$ cat config.mk
export PLATFORM = sky130hd
export DESIGN_NAME = uart_alici
export DESIGN_NICKNAME = d
export VERILOG_FILES = /design/src/rtl/uart_alici_pkg.sv /design/src/rtl/uart_alici_senkronizor.sv /design/src/rtl/uart_alici.sv
export SDC_FILE = /design/constraint.sdc
export NUM_CORES = 1
export LEC_CHECK = 0
export ABC_CLOCK_PERIOD_IN_PS = 3300
export CAP_MARGIN = 20
export CORE_ASPECT_RATIO = 1.1
export CORE_UTILIZATION = 40
export CTS_CLUSTER_DIAMETER = 120
export DETAILED_ROUTE_END_ITERATION = 10
export DONT_BUFFER_PORTS = 1
export GPL_TIMING_DRIVEN = 1
export HOLD_SLACK_MARGIN = 0.15
export PLACE_DENSITY = 0.54
export SYNTH_ARGS = -nofsm -noshare
export SYNTH_HDL_FRONTEND = slang
export SYNTH_HIERARCHICAL = 1
export SYNTH_SLANG_ARGS = --single-unit
export TNS_END_PERCENT = 10
$ cat constraint.sdc
create_clock -name clk_i -period 3.3 [get_ports clk_i]
set_clock_uncertainty 0.15 [all_clocks]
set_input_delay 0.33 -clock clk_i [delete_from_list [all_inputs] [get_ports clk_i]]
set_output_delay 0.33 -clock clk_i [all_outputs]
set_load 0.1 [all_outputs]
$ cat src/rtl/uart_alici_pkg.sv
// Shared UART constants.
// The transmitter and the receiver both import this package so they agree on
// line levels, frame width and the receive FSM state encoding.
//   HIGH / LOW      : idle / active line levels
//   UART_VERI_BIT   : data bits per frame (8N1)
//   alici_durum_e   : receive FSM states (BOSTA, BASLA, VERI_AL, BITIR)
package uart_alici_pkg;

  localparam logic HIGH = 1'b1;
  localparam logic LOW  = 1'b0;

  localparam int UART_VERI_BIT = 8;

  typedef enum logic [1:0] {
    BOSTA   = 2'd0,  // idle, waiting for a falling edge on the line
    BASLA   = 2'd1,  // start bit, waiting for its middle
    VERI_AL = 2'd2,  // data bits, one sample per bit period
    BITIR   = 2'd3   // stop bit
  } alici_durum_e;

endpackage

$ cat src/rtl/uart_alici_senkronizor.sv
// senkronizor: two-flop synchronizer for a single asynchronous input.
// Both flops reset to RESET_DEGERI so the output matches the input's idle
// level straight out of reset.
//   clk_i  : destination clock
//   rstn_i : asynchronous active-low reset
//   d_i    : asynchronous input
//   q_o    : synchronized output (two clk_i cycles of latency)
module senkronizor #(
  parameter logic RESET_DEGERI = 1'b1
) (
  input  logic clk_i,
  input  logic rstn_i,
  input  logic d_i,
  output logic q_o
);

  logic ff1_r;

  always_ff @(posedge clk_i or negedge rstn_i) begin
    if (!rstn_i) begin
      ff1_r <= RESET_DEGERI;
      q_o   <= RESET_DEGERI;
    end else begin
      ff1_r <= d_i;
      q_o   <= ff1_r;
    end
  end

endmodule

$ cat src/rtl/uart_alici.sv
// uart_alici: 8N1 UART receiver, LSB first, mid-bit sampling.
// Bit period P = baud_r + 1 cycles; baud_div_i is captured on the start edge
// so reprogramming it mid-frame only affects the next frame.
//   clk_i            : clock
//   rstn_i           : asynchronous active-low reset
//   rx_i             : serial line, asynchronous, idles high
//   baud_div_i       : bit period minus one (>= 3)
//   fifo_dolu_i      : RX FIFO full, looked at only in the stop-sample cycle
//   veri_o           : last successfully received byte
//   veri_gecerli_o   : one-cycle FIFO write pulse, veri_o valid with it
//   cerceve_hatasi_o : one-cycle pulse, stop bit sampled low
//   tasma_o          : one-cycle pulse, byte dropped because FIFO full
//   mesgul_o         : high while not in BOSTA
//   durum_o          : current FSM state, for observation
// Output handshake: veri_gecerli_o is a push-only strobe with no ready; the
// FIFO must accept it in the same cycle, otherwise tasma_o fires instead.
module uart_alici
  import uart_alici_pkg::*;
(
  input  logic         clk_i,
  input  logic         rstn_i,
  input  logic         rx_i,
  input  logic [15:0]  baud_div_i,
  input  logic         fifo_dolu_i,
  output logic [7:0]   veri_o,
  output logic         veri_gecerli_o,
  output logic         cerceve_hatasi_o,
  output logic         tasma_o,
  output logic         mesgul_o,
  output alici_durum_e durum_o
);

  localparam logic [2:0] SON_BIT = 3'(UART_VERI_BIT - 1);

  alici_durum_e durum_r;
  logic         rx_s;
  logic         rx_s_q;
  logic         baslangic_kenari;
  logic [15:0]  baud_r;
  logic [15:0]  yarim;
  logic [15:0]  sayac_r;
  logic [2:0]   bit_r;
  logic [7:0]   kaydirma_r;

  senkronizor #(
    .RESET_DEGERI (HIGH)
  ) u_rx_senk (
    .clk_i  (clk_i),
    .rstn_i (rstn_i),
    .d_i    (rx_i),
    .q_o    (rx_s)
  );

  // Third flop for edge detection; resets high so a line that is already low
  // when reset releases never looks like a start edge.
  always_ff @(posedge clk_i or negedge rstn_i) begin
    if (!rstn_i) rx_s_q <= HIGH;
    else         rx_s_q <= rx_s;
  end

  assign baslangic_kenari = (rx_s_q == HIGH) && (rx_s == LOW);
  assign yarim            = baud_r >> 1;
  assign mesgul_o         = (durum_r != BOSTA);
  assign durum_o          = durum_r;

  always_ff @(posedge clk_i or negedge rstn_i) begin
    if (!rstn_i) begin
      durum_r          <= BOSTA;
      baud_r           <= '0;
      sayac_r          <= '0;
      bit_r            <= '0;
      kaydirma_r       <= '0;
      veri_o           <= '0;
      veri_gecerli_o   <= LOW;
      cerceve_hatasi_o <= LOW;
      tasma_o          <= LOW;
    end else begin
      veri_gecerli_o   <= LOW;
      cerceve_hatasi_o <= LOW;
      tasma_o          <= LOW;
      case (durum_r)
        BOSTA: begin
          if (baslangic_kenari) begin
            sayac_r <= '0;
            baud_r  <= baud_div_i;
            durum_r <= BASLA;
          end
        end
        BASLA: begin
          if (sayac_r == yarim) begin
            // Line back high at mid-start means a glitch: drop silently.
            if (rx_s == LOW) begin
              sayac_r <= '0;
              bit_r   <= '0;
              durum_r <= VERI_AL;
            end else begin
              durum_r <= BOSTA;
            end
          end else begin
            sayac_r <= sayac_r + 16'd1;
          end
        end
        VERI_AL: begin
          if (sayac_r == baud_r) begin
            kaydirma_r <= {rx_s, kaydirma_r[7:1]};
            sayac_r    <= '0;
            bit_r      <= bit_r + 3'd1;
            if (bit_r == SON_BIT) durum_r <= BITIR;
          end else begin
            sayac_r <= sayac_r + 16'd1;
          end
        end
        BITIR: begin
          // Leave at mid-stop so a following start edge is never missed.
          if (sayac_r == baud_r) begin
            durum_r <= BOSTA;
            if (rx_s == HIGH) begin
              if (fifo_dolu_i == LOW) begin
                veri_o         <= kaydirma_r;
                veri_gecerli_o <= HIGH;
              end else begin
                tasma_o <= HIGH;
              end
            end else begin
              cerceve_hatasi_o <= HIGH;
            end
          end else begin
            sayac_r <= sayac_r + 16'd1;
          end
        end
        default: durum_r <= BOSTA;
      endcase
    end
  end

endmodule

==> results of run 1 <==
[power breakdown]
group          switching, mW  total [mW]  internal (mW)
registers              0.209        1.07          0.864
logic                  0.303       0.616          0.313
clock network          0.314       0.745          0.431
[metrics by stage]
step	util	cells
finish	0.4941	389
global route	0.4941	389
CTS	0.4941	389
detailed placement	0.4324	353
global placement	0.4324	353
floorplan	-	278
[cell usage after synthesis (2+ instances only)]
| cell type | instances |
|---|---|
| sky130_fd_sc_hd__dfrtp_1 | 56 |
| sky130_fd_sc_hd__mux2_2 | 32 |
| sky130_fd_sc_hd__nand2_1 | 24 |
| sky130_fd_sc_hd__o21ai_0 | 18 |
| sky130_fd_sc_hd__xnor2_1 | 16 |
| sky130_fd_sc_hd__xor2_1 | 16 |
| sky130_fd_sc_hd__clkbuf_1 | 13 |
| sky130_fd_sc_hd__nand3_1 | 13 |
| sky130_fd_sc_hd__nor2_1 | 13 |
| sky130_fd_sc_hd__nand4_1 | 11 |
| sky130_fd_sc_hd__inv_1 | 6 |
| sky130_fd_sc_hd__mux2i_1 | 5 |
| sky130_fd_sc_hd__nor4_1 | 5 |
| sky130_fd_sc_hd__a311oi_1 | 4 |
| sky130_fd_sc_hd__and2_1 | 4 |
| sky130_fd_sc_hd__and3_1 | 3 |
| sky130_fd_sc_hd__dfstp_2 | 3 |
| sky130_fd_sc_hd__ha_1 | 3 |
| sky130_fd_sc_hd__nand2b_1 | 3 |
| sky130_fd_sc_hd__nand3b_1 | 3 |
| sky130_fd_sc_hd__a21oi_1 | 2 |
| sky130_fd_sc_hd__and4_1 | 2 |
| sky130_fd_sc_hd__buf_2 | 2 |
| sky130_fd_sc_hd__nor3_1 | 2 |
| sky130_fd_sc_hd__o211ai_1 | 2 |
[logic make-up after synthesis]
logic type / count (synthesis) / share of synthesized area
compound gates: 36 / 0.07635
fa+ha+maj: 3 / 0.01245
flops: 59 / 0.4909
mux: 37 / 0.1361
xor+xnor: 32 / 0.09294
simple gates: 88 / 0.1589
buf+inv: 23 / 0.03236
[how the worst max path moves through the flow]
stage / from / end / slack (ns) / depth (start not counted)
2_1_floorplan: durum_o[0] / baud_r[0] / 0.22 / 6
3_3_place_gp: sayac_r[0] / sayac_r[15] / 0.71 / 6
3_5_place_dp: baud_r[15] / sayac_r[2] / 0.65 / 6
4_1_cts: sayac_r[0] / sayac_r[2] / 0.63 / 6
5_1_grt: sayac_r[0] / sayac_r[2] / 0.45 / 6
6_report: sayac_r[0] / sayac_r[2] / 0.67 / 6
[layout make-up]
type / instances / area [sq um]
clock buffer: 9 / 123.9
clock inverter: 7 / 100.1
fill: 655 / 3626
inverter: 6 / 22.52
multi-input combinational: 196 / 1438
sequential: 59 / 1480
tap: 85 / 106.4
timing repair buffer: 27 / 270.3
[registers in the layout, summed over array words and instances, names as in the netlist, named ones only]
name              flops
baud_r               16
durum_o               1
bit_r                 3
u_rx_senk/q_o         1
u_rx_senk/ff1_r       1
rx_s_q                1
kaydirma_r            8
sayac_r              16
veri_gecerli_o        1
tasma_o               1
veri_o                8
cerceve_hatasi_o      1
[what timing repair did]
item	in CTS	in global routing
hold buffers	20	0
hold endpoints to repair	86	0
setup endpoints to repair	0	0
setup buffers	0	0
[layer usage]
metal  vias to the layer above  GRT usage  share of wire
met5                         -          0              0
met2                        54     0.3022           0.48
met3                        12    0.03707          0.040
met1                      1045     0.2395           0.46
met4                         0    0.08898          0.019
li1                       1033          -              -
[layout by cell type, fill, tap and decap left out, types with 2 or more instances in the layout]
master	count
sky130_fd_sc_hd__ha_1	3
sky130_fd_sc_hd__xnor2_1	16
sky130_fd_sc_hd__nand2_1	24
sky130_fd_sc_hd__xor2_1	16
sky130_fd_sc_hd__clkbuf_8	9
sky130_fd_sc_hd__o21ai_0	18
sky130_fd_sc_hd__inv_6	2
sky130_fd_sc_hd__nand2b_1	3
sky130_fd_sc_hd__and3_1	3
sky130_fd_sc_hd__nor4_1	5
sky130_fd_sc_hd__and2_1	4
sky130_fd_sc_hd__clkinv_4	2
sky130_fd_sc_hd__nor2_1	13
sky130_fd_sc_hd__a311oi_1	4
sky130_fd_sc_hd__dlygate4sd3_1	19
sky130_fd_sc_hd__a21oi_1	2
sky130_fd_sc_hd__nand4_1	11
sky130_fd_sc_hd__nand3b_1	3
sky130_fd_sc_hd__and4_1	2
sky130_fd_sc_hd__nor3_1	2
sky130_fd_sc_hd__bufinv_16	2
sky130_fd_sc_hd__o211ai_1	2
sky130_fd_sc_hd__dfrtp_1	56
sky130_fd_sc_hd__dfstp_2	3
sky130_fd_sc_hd__mux2_2	32
sky130_fd_sc_hd__mux2i_1	5
sky130_fd_sc_hd__buf_4	7
sky130_fd_sc_hd__inv_1	6
sky130_fd_sc_hd__nand3_1	13
==> results_dict.tcl, run 1 <==
set metrics [dict create \
    result_of_the_run "complete, but fails checks" \
    violations "DRC" \
    cts_inserted_buffers 9 \
    vdd.ir_drop.worst_mv 0.3575 \
    dp_hpwl_microns 4501 \
    global_route_wire_length_before_repair_microns 11100 \
    critPathRequiredTime_ns 3.35 \
    cts.clk_slew.worst_paths_ns 0.07 \
    area.growth.synth_to_final_pct 17.43 \
    final_period_minus_worst_setup_slack_ns 2.628 \
    antenna_found_initial 0 \
    largest_stage_delay_worst_path_ns 0.51 \
    floorplan.io_pins 34 \
    crit_path_cell_trace "xnor2_1, nand4_1, nor4_4, nand2b_1, nand2_1, o311ai_0" \
    setup_violations 0 \
    cts-resized-gates 0 \
    vias_per_cell 5.512 \
    tightest_slew_ns 0.8935 \
    routed_wire_length_per_instance_microns 16.67 \
    core_region_area_sq_um 7167 \
    count_of_antenna_violating_nets_left_after_detailed_routing 0 \
    critPathMaxFanout 14 \
    grt_start_max_net_pins 60 \
    tritoncts "built" \
    cp-start-kind "flop" \
    critical-path-slowest-cell "sky130_fd_sc_hd__dfrtp_1" \
    r2r.worst_path.cells 6 \
    syn_inst 278 \
    timing_worst_setup_path_type "reg -> reg" \
    detailroute.via_count 2144 \
    report.final.slew_viol_count 0 \
    final_design_area_no_fill_sq_um 3541 \
    final_min_period_over_clock_period 0.7964 \
    gp_congestion 0.8377 \
    grt_use_total 0.1863 \
    core_rows 32 \
    endpoint_kind "flop" \
    io_buffers 0 \
    power.density_nw_per_um2 687.3 \
    clock-sinks 59 \
    max-clock-path-buffers 2 \
    avgSynthCellArea_sq_um 10.85 \
    ys_dominant_reg_cell "sky130_fd_sc_hd__dfrtp_1" \
    dp_worst_setup_slack_ns 0.6502 \
    cts.root.buffer_cell "sky130_fd_sc_hd__clkbuf_8" \
    ys_warn_count 6 \
    worstSkewPairLatency_ns 0.35 \
    worstHoldPathType "reg -> reg" \
    drive_gt1_frac 0.2072 \
    placed_area_sq_um 3099 \
    synth.ff_latch_count 59 \
    num-nets-final 322 \
    synth.largest_area_cell "sky130_fd_sc_hd__dfrtp_1" \
    timing.rr.end "sayac_r[2]" \
    share_of_yosys_cell_area_claimed_by_the_top_area_cell_type 0.4647 \
    crit_buf_inv 0 \
    drc_errors 1 \
    hold_depth 0 \
    ctsHtreeMaxLevel 3 \
    routed_wirelength_microns 6485 \
    fp.dieW_microns 84.79 \
    critPathTopFamily "simple AND/OR/NAND/NOR gates" \
    floorplan.initialDensity 0.4207 \
    antenna-diode-count 0 \
    timing_hold_violations_final 0 \
    whs_endpoint "u_rx_senk/q_o" \
    synth_sequential_area_ratio 0.4909 \
    cap_violations 0 \
    total_leakage_power_nw 1.579 \
    final_layout_setup_total_negative_slack_ns 0 \
    synth.cell_area_sq_um 3015 \
    mappedNetlistNets 301 \
    synthArstFlopShare 1.000 \
    reg2reg_setup_slack_ns 0.67 \
    worst-endpoint-arrival_ns 2.68 \
    p_total_mw 2.434 \
    drtIter0Drc 74 \
    synth_cell_types 42 \
    slew-limit-headroom 0.4043 \
    setup_slack_ns 0.6717 \
    worst_hold_startpoint "u_rx_senk/ff1_r" \
    number_of_iterations_in_the_first_detailed_routing_pass 9 \
    final.hold.worst_slack_ns 0.2087 \
    rsz0062_at_grt "no" \
    max_freq_mhz 380.5 \
    first_global_vias 2158 \
    dieArea_sq_um 7890 \
    die_h_microns 93.06 \
    reg2reg_from "sayac_r[0]" \
    synth_top_cells_by_area "sky130_fd_sc_hd__dfrtp_1 (46%), sky130_fd_sc_hd__mux2_2 (12%), sky130_fd_sc_hd__xnor2_1 (4.6%), sky130_fd_sc_hd__xor2_1 (4.6%), sky130_fd_sc_hd__o21ai_0 (3.0%)" \
    number_of_enable_flip_flop_cells_after_synthesis 0 \
    globalRoute.totalOverflow 0 \
]
No activity file was read; power rests on OpenSTA's default activity.
==> run 2: changes to the inputs <==
--- a/config.mk
+++ b/config.mk
@@ -5,7 +5,7 @@
 export SDC_FILE = /design/constraint.sdc
 export NUM_CORES = 1
 export LEC_CHECK = 0
-export ABC_CLOCK_PERIOD_IN_PS = 3300
+export ABC_CLOCK_PERIOD_IN_PS = 2200
 export CAP_MARGIN = 20
 export CORE_ASPECT_RATIO = 1.1
 export CORE_UTILIZATION = 40
@@ -14,7 +14,7 @@
 export DONT_BUFFER_PORTS = 1
 export GPL_TIMING_DRIVEN = 1
 export HOLD_SLACK_MARGIN = 0.15
-export PLACE_DENSITY = 0.54
+export PLACE_DENSITY = 0.56
 export SYNTH_ARGS = -nofsm -noshare
 export SYNTH_HDL_FRONTEND = slang
 export SYNTH_HIERARCHICAL = 1
==> constraint.sdc (replaced) <==
create_clock -name clk_i -period 2.2 [get_ports clk_i]
set_clock_uncertainty 0.15 [all_clocks]
set_input_delay 0.22 -clock clk_i [delete_from_list [all_inputs] [get_ports clk_i]]
set_output_delay 0.22 -clock clk_i [all_outputs]
set_load 0.1 [all_outputs]
==> results_dict.tcl, run 2 (same netlist as run 1, synthesis figures left out) <==
set metrics [dict create \
    final_min_period_over_clock_period 1.075 \
    cts.clk_slew.worst_paths_ns 0.07 \
    gp_congestion 0.8624 \
    total_leakage_power_nw 1.916 \
    p_total_mw 4.206 \
    finish.utilization 0.5829 \
    worstHoldPathType "in -> reg" \
    cp-start-kind "flop" \
    power.density_nw_per_um2 1007 \
    grt_start_max_net_pins 60 \
    worst-endpoint-arrival_ns 2.43 \
    drive_gt1_frac 0.3928 \
    drc_errors 6 \
    area.growth.synth_to_final_pct 38.55 \
    rsz0062_at_grt "yes" \
    intPower_mw 2.843 \
    p_clk_frac 0.296 \
    tightest_slew_ns 0.3923 \
    slew-limit-headroom 0.7373 \
    placed_area_sq_um 3511 \
    p_comb_frac 0.339 \
    placed_cells 401 \
    cts_inserted_buffers 9 \
    routed_wirelength_microns 7349 \
    endpoint_kind "flop" \
    io_buffers 0 \
    worstSkewPairLatency_ns 0.34 \
    cap_violations 0 \
    grt_use_total 0.1958 \
    critPathRequiredTime_ns 2.27 \
    report.final.slew_viol_count 0 \
    num-nets-final 377 \
    clock-sinks 59 \
    power.switching_mw 1.363 \
    floorplan.initialDensity 0.4207 \
    detailroute.via_count 2378 \
    cts.root.buffer_cell "sky130_fd_sc_hd__clkbuf_8" \
    mostFrequentLayoutCells "sky130_fd_sc_hd__buf_4 (54), sky130_fd_sc_hd__dfrtp_1 (51), sky130_fd_sc_hd__mux2_2 (24), sky130_fd_sc_hd__nand2_1 (23), sky130_fd_sc_hd__dlygate4sd3_1 (18)" \
    most_common_cell_after_layout_fill_and_taps_aside "sky130_fd_sc_hd__buf_4" \
    final_layout_setup_total_negative_slack_ns -1.630 \
    first_global_vias 2370 \
    number_of_iterations_in_the_first_detailed_routing_pass 7 \
    critPathMaxFanout 8 \
    fp.dieW_microns 84.79 \
    die_h_microns 93.06 \
    violations "DRC, hold timing, setup timing" \
    setup_violations 19 \
    floorplan.io_pins 34 \
    max-clock-path-buffers 2 \
    dieArea_sq_um 7890 \
    timing_hold_violations_final 2 \
    result_of_the_run "complete, but fails checks" \
    ctsHoldBuffers 19 \
    routed_wire_length_per_instance_microns 16.55 \
    vdd.ir_drop.worst_mv 0.7325 \
    max_freq_mhz 422.9 \
    global_route_wire_length_before_repair_microns 11610 \
    setup_slack_ns -0.1648 \
    final_period_minus_worst_setup_slack_ns 2.365 \
    final.hold.worst_slack_ns -0.2115 \
    count_of_antenna_violating_nets_left_after_detailed_routing 0 \
    core_region_area_sq_um 7167 \
    dp_hpwl_microns 4931 \
    antenna-diode-count 0 \
    number_of_standard_cells_in_the_final_layout_excluding_fillers 444 \
    final_design_area_no_fill_sq_um 4178 \
    ctsHtreeMaxLevel 3 \
    power.share.switching 0.3241 \
    core_rows 32 \
    globalRoute.totalOverflow 0 \
    tritoncts "built" \
    reg_top3 "baud_r x16, sayac_r x16" \
    dp_worst_setup_slack_ns -0.1669 \
    antenna_found_initial 0 \
    vias_per_cell 5.356 \
    drtIter0Drc 75 \
    part_of_the_power_in_registers 0.365 \
    timing_worst_setup_path_type "reg -> reg" \
]
## run 2: cell count changes in the layout (fill, tap and decap cells not counted), sizes merged
cell,change
bufinv,+1
inv,-3
dlygate4sd3,-1
clkbuf,+1
clkinvlp,+1
buf,+56
## run 2: timing repair
action                                 4_1_cts  5_1_grt
gates resized for setup                     11       31
setup endpoints to repair                   26       33
endpoints found under the hold margin       86       10
pin swaps                                    7        8
buffers inserted                             0        8
## run 2: area by class of cell
class                      count  area (sq um)
clock buffer                  10         137.6
clock inverter                 6         112.6
fill                         590          2989
inverter                       6         26.28
multi-input combinational    196          1572
sequential                    59          1491
tap                           85         106.4
timing repair buffer          82         732.0
## run 2: critical path: stages, from the launching register on
cell and delay, ns:
sky130_fd_sc_hd__dfrtp_2 0.47, sky130_fd_sc_hd__xnor2_2 0.18, sky130_fd_sc_hd__nand4_1 0.17, sky130_fd_sc_hd__nor4_4 0.35, sky130_fd_sc_hd__and3_4 0.25, sky130_fd_sc_hd__nor3b_4 0.21
sky130_fd_sc_hd__buf_12 0.17, sky130_fd_sc_hd__mux2_4 0.30
## run 2: metal layers
layer  share of wire  GRT usage  vias to the layer above
met2            0.50     0.3415                       66
met5               0          0                        -
met1            0.43     0.2301                     1159
met4           0.023    0.09887                        0
met3           0.042    0.03795                       15
li1                -          -                     1138
## run 2: power groups by stage
stage | registers [mW] | clock network (mW) | logic (mW)
CTS | 1.53 | 1.26 | 1.29
finish | 1.54 | 1.24 | 1.43
global placement | 1.55 | 0 | 1.18
detailed placement | 1.55 | 0 | 1.19
global route | 1.57 | 1.31 | 1.54
floorplan | 1.55 | 0 | 0.770
## run 2: final timing paths
check	start	endpoint	slack (ns)	cells after the start
hold reg to reg	u_rx_senk/ff1_r	u_rx_senk/q_o	0.21	0
min in group asynchronous	rstn_i	baud_r[8]	0.29	2
hold / removal	fifo_dolu_i	veri_gecerli_o	-0.21	1
setup reg to reg	sayac_r[14]	veri_o[6]	-0.16	7
setup / recovery	sayac_r[14]	veri_o[6]	-0.16	7
max in group asynchronous	rstn_i	rx_s_q	1.33	2
